**config.mk**
```make
export PLATFORM = sky130hd
export DESIGN_NAME = regfile_writeback
export DESIGN_NICKNAME = d
export VERILOG_FILES = /design/src/rtl/regfile_writeback_pkg.sv /design/src/rtl/wb_arbiter.sv /design/src/rtl/regfile_writeback.sv
export SDC_FILE = /design/constraint.sdc
export NUM_CORES = 1
export LEC_CHECK = 0
export ABC_CLOCK_PERIOD_IN_PS = 5130
export CORE_UTILIZATION = 46
export DETAILED_ROUTE_END_ITERATION = 8
export HOLD_SLACK_MARGIN = 0.06
export PLACE_DENSITY = 0.82
export REMOVE_ABC_BUFFERS = 1
export SYNTH_ARGS = -nofsm -noshare
export SYNTH_HDL_FRONTEND = slang
export SYNTH_HIERARCHICAL = 1
export SYNTH_SLANG_ARGS = --single-unit
```
**constraint.sdc**
```tcl
create_clock -name clk -period 5.13 [get_ports clk]
set_input_delay 1.026 -clock clk [delete_from_list [all_inputs] [get_ports clk]]
set_output_delay 1.026 -clock clk [all_outputs]
set_load 0.02 [all_outputs]
```
**src/rtl/regfile_writeback_pkg.sv**
```systemverilog
// Shared core definitions for the register-file writeback front end.
//   XLEN      : default data width
//   IDX_W     : default register index width
//   REG_ZERO  : index of the hard-wired zero register
//   wb_src_e  : which producer (if any) won writeback arbitration this cycle
package regfile_writeback_pkg;

    localparam int unsigned XLEN     = 32;
    localparam int unsigned IDX_W    = 5;
    localparam int unsigned REG_ZERO = 0;

    typedef enum logic [1:0] {
        WB_NONE = 2'd0,
        WB_ALU  = 2'd1,
        WB_LSU  = 2'd2
    } wb_src_e;

endpackage

```
**src/rtl/wb_arbiter.sv**
```systemverilog
// Two-source writeback arbiter: the LSU has fixed priority, and a starvation
// counter lets a waiting ALU win after STARVE_MAX consecutive LSU wins.
//   clk, reset_n         : clock, asynchronous active-low reset
//   alu_valid, lsu_valid : producer requests
//   alu_ready, lsu_ready : combinational grants (0 while in reset)
//   sel_c                : combinational winner for this cycle
module wb_arbiter
    import regfile_writeback_pkg::*;
#(
    parameter int unsigned STARVE_MAX = 3
) (
    input  logic    clk,
    input  logic    reset_n,
    input  logic    alu_valid,
    input  logic    lsu_valid,
    output logic    alu_ready,
    output logic    lsu_ready,
    output wb_src_e sel_c
);

    localparam int unsigned CNT_W = (STARVE_MAX < 1) ? 1 : $clog2(STARVE_MAX + 1);

    logic [CNT_W-1:0] starve;
    logic [CNT_W-1:0] starve_next;
    logic             starved;

    // Grant selection and starvation counter update.
    always_comb begin
        alu_ready   = 1'b0;
        lsu_ready   = 1'b0;
        sel_c       = WB_NONE;
        starve_next = starve;
        starved     = (starve == CNT_W'(STARVE_MAX));

        if (reset_n) begin
            alu_ready = alu_valid && (!lsu_valid || starved);
            lsu_ready = lsu_valid && !alu_ready;
        end

        if (alu_ready) begin
            sel_c = WB_ALU;
        end else if (lsu_ready) begin
            sel_c = WB_LSU;
        end

        // Only LSU wins while the ALU is waiting extend the streak.
        if (!alu_valid || alu_ready) begin
            starve_next = '0;
        end else if (lsu_ready && !starved) begin
            starve_next = starve + CNT_W'(1);
        end
    end

    always_ff @(posedge clk or negedge reset_n) begin
        if (!reset_n) begin
            starve <= '0;
        end else begin
            starve <= starve_next;
        end
    end

endmodule

```
**src/rtl/regfile_writeback.sv**
```systemverilog
// Write-side front end of the register file: arbitrates ALU/LSU results onto
// the single write port through one register stage, and tracks in-flight
// destinations in a pending-write scoreboard.
//   clk, reset_n                          : clock, asynchronous active-low reset
//   alu_valid/ready/rd/data               : ALU result handshake
//   lsu_valid/ready/rd/data               : load result handshake
//   issue_en, issue_rd                    : destination reservation from issue
//   wr_en, wr_index, wr_data              : registered register-file write port
//   busy                                  : pending-write scoreboard, bit 0 always 0
//   err_waw                               : sticky issue-to-busy-register flag
module regfile_writeback #(
    parameter int unsigned XLEN       = regfile_writeback_pkg::XLEN,
    parameter int unsigned IDX_W      = regfile_writeback_pkg::IDX_W,
    parameter int unsigned STARVE_MAX = 3
) (
    input  logic                  clk,
    input  logic                  reset_n,
    input  logic                  alu_valid,
    output logic                  alu_ready,
    input  logic [IDX_W-1:0]      alu_rd,
    input  logic [XLEN-1:0]       alu_data,
    input  logic                  lsu_valid,
    output logic                  lsu_ready,
    input  logic [IDX_W-1:0]      lsu_rd,
    input  logic [XLEN-1:0]       lsu_data,
    input  logic                  issue_en,
    input  logic [IDX_W-1:0]      issue_rd,
    output logic                  wr_en,
    output logic [IDX_W-1:0]      wr_index,
    output logic [XLEN-1:0]       wr_data,
    output logic [(2**IDX_W)-1:0] busy,
    output logic                  err_waw
);

    import regfile_writeback_pkg::*;

    localparam int unsigned NREGS = 2 ** IDX_W;

    wb_src_e          sel;
    logic             accepted;
    logic             acc_nz;
    logic [IDX_W-1:0] acc_rd;
    logic [XLEN-1:0]  acc_data;
    logic [NREGS-1:0] busy_next;
    logic             err_next;

    wb_arbiter #(
        .STARVE_MAX (STARVE_MAX)
    ) u_arb (
        .clk       (clk),
        .reset_n   (reset_n),
        .alu_valid (alu_valid),
        .lsu_valid (lsu_valid),
        .alu_ready (alu_ready),
        .lsu_ready (lsu_ready),
        .sel_c     (sel)
    );

    // Winner mux, scoreboard next state and WAW detection.
    always_comb begin
        accepted  = (sel != WB_NONE);
        acc_rd    = alu_rd;
        acc_data  = alu_data;
        busy_next = busy;
        err_next  = err_waw;

        if (sel == WB_LSU) begin
            acc_rd   = lsu_rd;
            acc_data = lsu_data;
        end
        acc_nz = accepted && (acc_rd != IDX_W'(REG_ZERO));

        if (acc_nz) begin
            busy_next[acc_rd] = 1'b0;
        end
        // Set after clear: a new reservation owns the register.
        if (issue_en && (issue_rd != IDX_W'(REG_ZERO))) begin
            busy_next[issue_rd] = 1'b1;
        end
        busy_next[0] = 1'b0;

        if (issue_en && busy[issue_rd]) begin
            err_next = 1'b1;
        end
    end

    always_ff @(posedge clk or negedge reset_n) begin
        if (!reset_n) begin
            wr_en    <= 1'b0;
            wr_index <= '0;
            wr_data  <= '0;
            busy     <= '0;
            err_waw  <= 1'b0;
        end else begin
            wr_en <= acc_nz;
            if (accepted) begin
                wr_index <= acc_rd;
                wr_data  <= acc_data;
            end
            busy    <= busy_next;
            err_waw <= err_next;
        end
    end

endmodule

```
Word level (Yosys, flattened, before mapping)
Index checks and enable logic that the tools add are counted.
- memories kept: 0
- output and inout port bits: 73
- latch bits: 0
- memory bits (writable): 0
- flip-flop bits (word level): 72
- word-level logic and storage cells: 50
- ROM bits: 0
- reduce and logical (&&, ||, !) cells: 18
- bitwise logic cells: 3
- shifts and indexed selects: 0
- divide/modulo/power cells: 0
- order comparisons: 4
- muxes and demuxes: 16
- add/subtract/negate cells: 1
- equality and inequality tests: 2
- $mul: 0
- operator list (kind ; number):
    $mux W32 ; 3
    $and A32 B32 Y32 ; 1
    $not A32 Y32 ; 1
    $or A32 B32 Y32 ; 1
    $lt A5 B6 Y1 const B ; 2
    $demux W1 S5 ; 2
    $ge A5 B1 Y1 const B ; 2
    $reduce_bool A5 Y1 ; 2
    $logic_and A1 B1 Y1 ; 8
    $mux W2 ; 4
    $bmux W1 S5 ; 1
    $mux W1 ; 5
    $mux W5 ; 1
    $eq A2 B2 Y1 const B ; 2
    $logic_not A1 Y1 ; 4
    $reduce_bool A2 Y1 ; 2
    $add A2 B1 Y2 const B ; 1
    $logic_or A1 B1 Y1 ; 2

Longest topological paths before layout
- depth in word-level cells: 19
- mapped depth: 10
- gate-level depth less buffers: 8

By module
Netlist, hierarchy kept.
- by module, submodules not included (module ; cells each ; instances ; seq. area each (µm²) ; area an instance (µm²)):
    regfile_writeback ; 346 ; 1 ; 1751.7 ; 3470.8
    wb_arbiter ; 16 ; 1 ; 50.0 ; 145.1

Worst setup path before layout
No wires, ideal clock.
- path type: input-to-reg
- start: input port reset_n
- end: register wr_en
- required time: 5.009 ns
- path buffers: 2
- arrival: 2.638 ns
- slack: 2.370 ns
- cell stages on the path: 9
- cell sequence: nand2_1 -> a21oi_1 -> buf_4 -> nand2b_1 -> buf_6 -> mux2i_4 -> nand2_2 -> o31a_1 -> o22a_1
- RTL lines (what ; RTL line ; text):
    start, declared ; regfile_writeback.sv:17 ; input logic reset_n,
    $mux W1 * ; wb_arbiter.sv:35 ; if (reset_n) begin
    named net alu_ready ; regfile_writeback.sv:19 ; output logic alu_ready,
    $mux W2 * ; wb_arbiter.sv:40 ; if (alu_ready) begin
    named net sel[0] ; regfile_writeback.sv:39 ; wb_src_e sel;
    $eq A2 B2 Y1 ; regfile_writeback.sv:67 ; if (sel == WB_LSU) begin
    $mux W5 ; regfile_writeback.sv:67 ;
    $reduce_bool A5 Y1 ; regfile_writeback.sv:71 ; acc_nz = accepted && (acc_rd != IDX_W'(REG_ZERO));
    $logic_and A1 B1 Y1 * ; regfile_writeback.sv:71 ;
    named net acc_nz ; regfile_writeback.sv:41 ; logic acc_nz;
    end signal, assigned ; regfile_writeback.sv:95 ; wr_en <= acc_nz;
    end, declared ; regfile_writeback.sv:28 ; output logic wr_en,
The timed path passes the listed nets; every way through them passes the cells marked *.
A chain may end at the register's enable or synchronous reset.

Worst setup path after layout
- start: input port alu_valid
- end: output port alu_ready
- word-level cells in the longest chain between the ends: 2
- RTL lines (what ; RTL line ; text):
    start, declared ; regfile_writeback.sv:18 ; input logic alu_valid,
    $logic_and A1 B1 Y1 ; wb_arbiter.sv:36 ; alu_ready = alu_valid && (!lsu_valid || starved);
    $mux W1 ; wb_arbiter.sv:35 ;
    end, declared ; regfile_writeback.sv:19 ;
Every way passes these cells.

==> impl_metrics.yaml <==
hold_path:
  hp-start: "wr_index[2]"
  hp-class: "flip-flop to flip-flop"
  worstHoldEndpoint: "wr_index[2]"
  min_path_cells: 2
floorplan:
  pin_count: 157
  rows: 31
  fp.dieH_um: 90.7
  dieArea_um2: 8220
  start_util_pct: 48.8
  die_x_um: 90.7
  coreArea_um2: 7410
layout:
  insertedDiodeCount: 0
  drive_above_1_share_pct: 6.23
  synthToLayoutAreaGrowth_pct: 49.4
  fin_cells: 613
  nets: 596
yosys:
  synth_area_leader_cell: "dfrtp_1"
  synth_flop_cell: "dfrtp_1"
  syn_avg_cell_area_um2: 9.99
  synthTopCellsByCount: "94 x o21ai_0, 72 x dfrtp_1, 51 x nand2_1"
  synth-seq-area-share_pct: 49.8
  async_flop_share_pct: 100
  yosysWarnings: 6
  synth_seq_cells: 72
  ys_types: 50
  syn_inst: 362
  synth_top_area_share_pct: 49.8
  synth_edf_count: 0
  synth_area_leaders: "dfrtp_1 50%, mux2i_1 13%, o21ai_0 13%, nand2_1 5.3%, nand3b_1 1.0%"
  synth_area_um2: 3620
  yosysMostFrequentCell: "o21ai_0"
clock_network:
  ctsHoldBuffers: 0
  path_clk_slew_ns: 0.07
  h-tree-depth: 3
  clk_path_buf_depth: 2
  numCtsBuffers: 9
  cts_resized: 0
  clock-sinks: 72
  cts_setup_buffers: 0
  cts_tree: "built"
  cts-root-buf: "clkbuf_8"
  clock_latency_ns: 0.34
place:
  routabilityCongestion: 0.863
  dp.cells: 599
  pre_cts_slack_ns: 1.20
  io_buffer_count: 155
  dp_hpwl_um: 8140
critical_path:
  crit_slowest_cell: "clkdlybuf4s50_1"
  regToRegEndpoint: "wr_en"
  rr_startpoint: "u_arb/starve[0]"
  timing.critical_path.slowest_cell_delay_ns: 0.72
  start_kind: "input pin"
  crit_buf_inv: 2
  cp_top_family: "buffers and inverters"
  cp_max_fo: 5
  cp_data_arrival_time_ns: 2.59
  cp-end-kind: "output pin"
  cpMostUsedCell: "clkdlybuf4s50_1"
  cp_data_required_time_ns: 4.10
  path_cells: "clkdlybuf4s50_1 -> nand2_1 -> a21oi_4 -> clkdlybuf4s50_1"
  worstSetupPathType: "input pin to output pin"
  reg2reg_slack_ns: 2.16
  reg2reg_depth: 9
drt:
  ant_nets: 0
  first_iter_violations: 298
  wl_um: 11200
  vias_per_cell: 5.77
  vias: 3534
  drc: 0
  dr.pass1.iters: 5
  wl_per_cell_um: 18.3
grt:
  grt_max_degree: 86
  grt_overflow: 0
  antenna_found_initial: 0
  grt.total_usage_pct: 28.3
  first_global_vias: 3602
  grt_first_pass_wirelength_um: 18000
outcome:
  status: "completed"
power:
  total_power_w: 0.00186
  vdd_drop_max_uv: 161
  power.density_nw_per_um2: 345
  leakage_nw: 2.12
flow_run:
  cap_violations: 0
timing:
  slew_viol_final: 0
  fin_crit_ns: 3.62
  worst_pin_slew_ns: 0.958
  setup_slack_ns: 1.51
  setup_violations: 0
  fmax_mhz: 276
  fin_tns_setup_ns: 0
  finalClockSkew_ns: 0.00638
  hold_violations: 0
  max_slew_margin_pct: 36.1
  period_share_pct: 70.5
  rsz0062_at_grt: "no"
==> routing by layer <==
metal  track usage, %  part of all wire (%)
met1             34.5                    39
met2             47.5                    50
met3             5.56                   7.2
met4             14.8                   3.8
met5                0                     0
==> layout by cell type, fill, tap and decap left out, types with 2 or more instances in the layout <==
cell,n
nand3b_1,5
dfrtp_1,72
clkdlybuf4s50_1,154
a31oi_1,3
nor3b_1,2
mux2_2,2
o21ai_1,3
inv_1,6
a21oi_4,2
o31a_1,2
clkbuf_1,2
nor3_1,3
buf_4,5
a31o_2,3
nor4bb_1,2
nor2_1,4
mux2i_1,48
clkbuf_8,12
o22ai_1,2
nand3_1,5
a21oi_1,3
nand2_1,51
nand2b_1,2
o22a_1,2
o21ai_0,94
==> area by class of cell <==
type | instances | area [µm²]
inverter | 6 | 22.5
clock buffer | 14 | 173
multi-input combinational | 263 | 1700
tap | 99 | 124
timing repair buffer | 159 | 1580
sequential | 72 | 1800
fill | 546 | 2000
==> stage by stage <==
stage	hold slack, ns	util, %	area (µm²)
global route	0.547	72.9	5400
CTS	0.526	72.9	5400
floorplan	0.527	-	3510
detailed placement	0.510	70.6	5230
finish	0.526	72.9	5400
global placement	0.501	70.6	5230
==> kinds of logic (layout without fill, tap and decap cells) <==
kind of cell,Yosys count,count (layout),share of synthesized area [%]
buf+inv,27,179,3.67
other cells,1,1,0.104
fa+ha+maj,1,1,0.346
simple gates,84,84,11.5
mux,52,52,15.2
compound gates,125,125,19.4
flops,72,72,49.8
==> power breakdown <==
group          total [W]  internal (W)  leakage, nW  switching [W]
Clock           0.000411      0.000211       0.0886       0.000200
Combinational   0.000683      0.000342         1.17       0.000341
Sequential      0.000771      0.000684        0.866      0.0000872
Total            0.00186       0.00124         2.12       0.000628
==> worst max-delay path by stage <==
stage | from | end | slack (ns) | depth (start not counted)
floorplan | reset_n | busy[24] | -0.58 | 7
global placement | alu_valid | wr_en | 1.30 | 9
detailed placement | alu_valid | wr_en | 1.20 | 9
CTS | alu_valid | alu_ready | 1.51 | 4
global route | alu_valid | busy[17] | 1.23 | 9
finish | alu_valid | alu_ready | 1.51 | 4
==> flip-flops by register name, indices dropped and copies added (netlist names) <==
register      cells
wr_data          32
err_waw           1
u_arb/starve      2
wr_index          5
wr_en             1
busy             31
==> worst reg2reg max path, delay by kind of cell (launching register included) <==
family                     cells  cell delay [ns]
buffers and inverters          2             0.69
and+or+nand+nor                2             0.59
adders and majority gates      1             0.28
muxes                          1             0.37
AOI/OAI and AO/OA              3             0.58
DFF                            1             0.36
(Power assumes the default switching activity.)
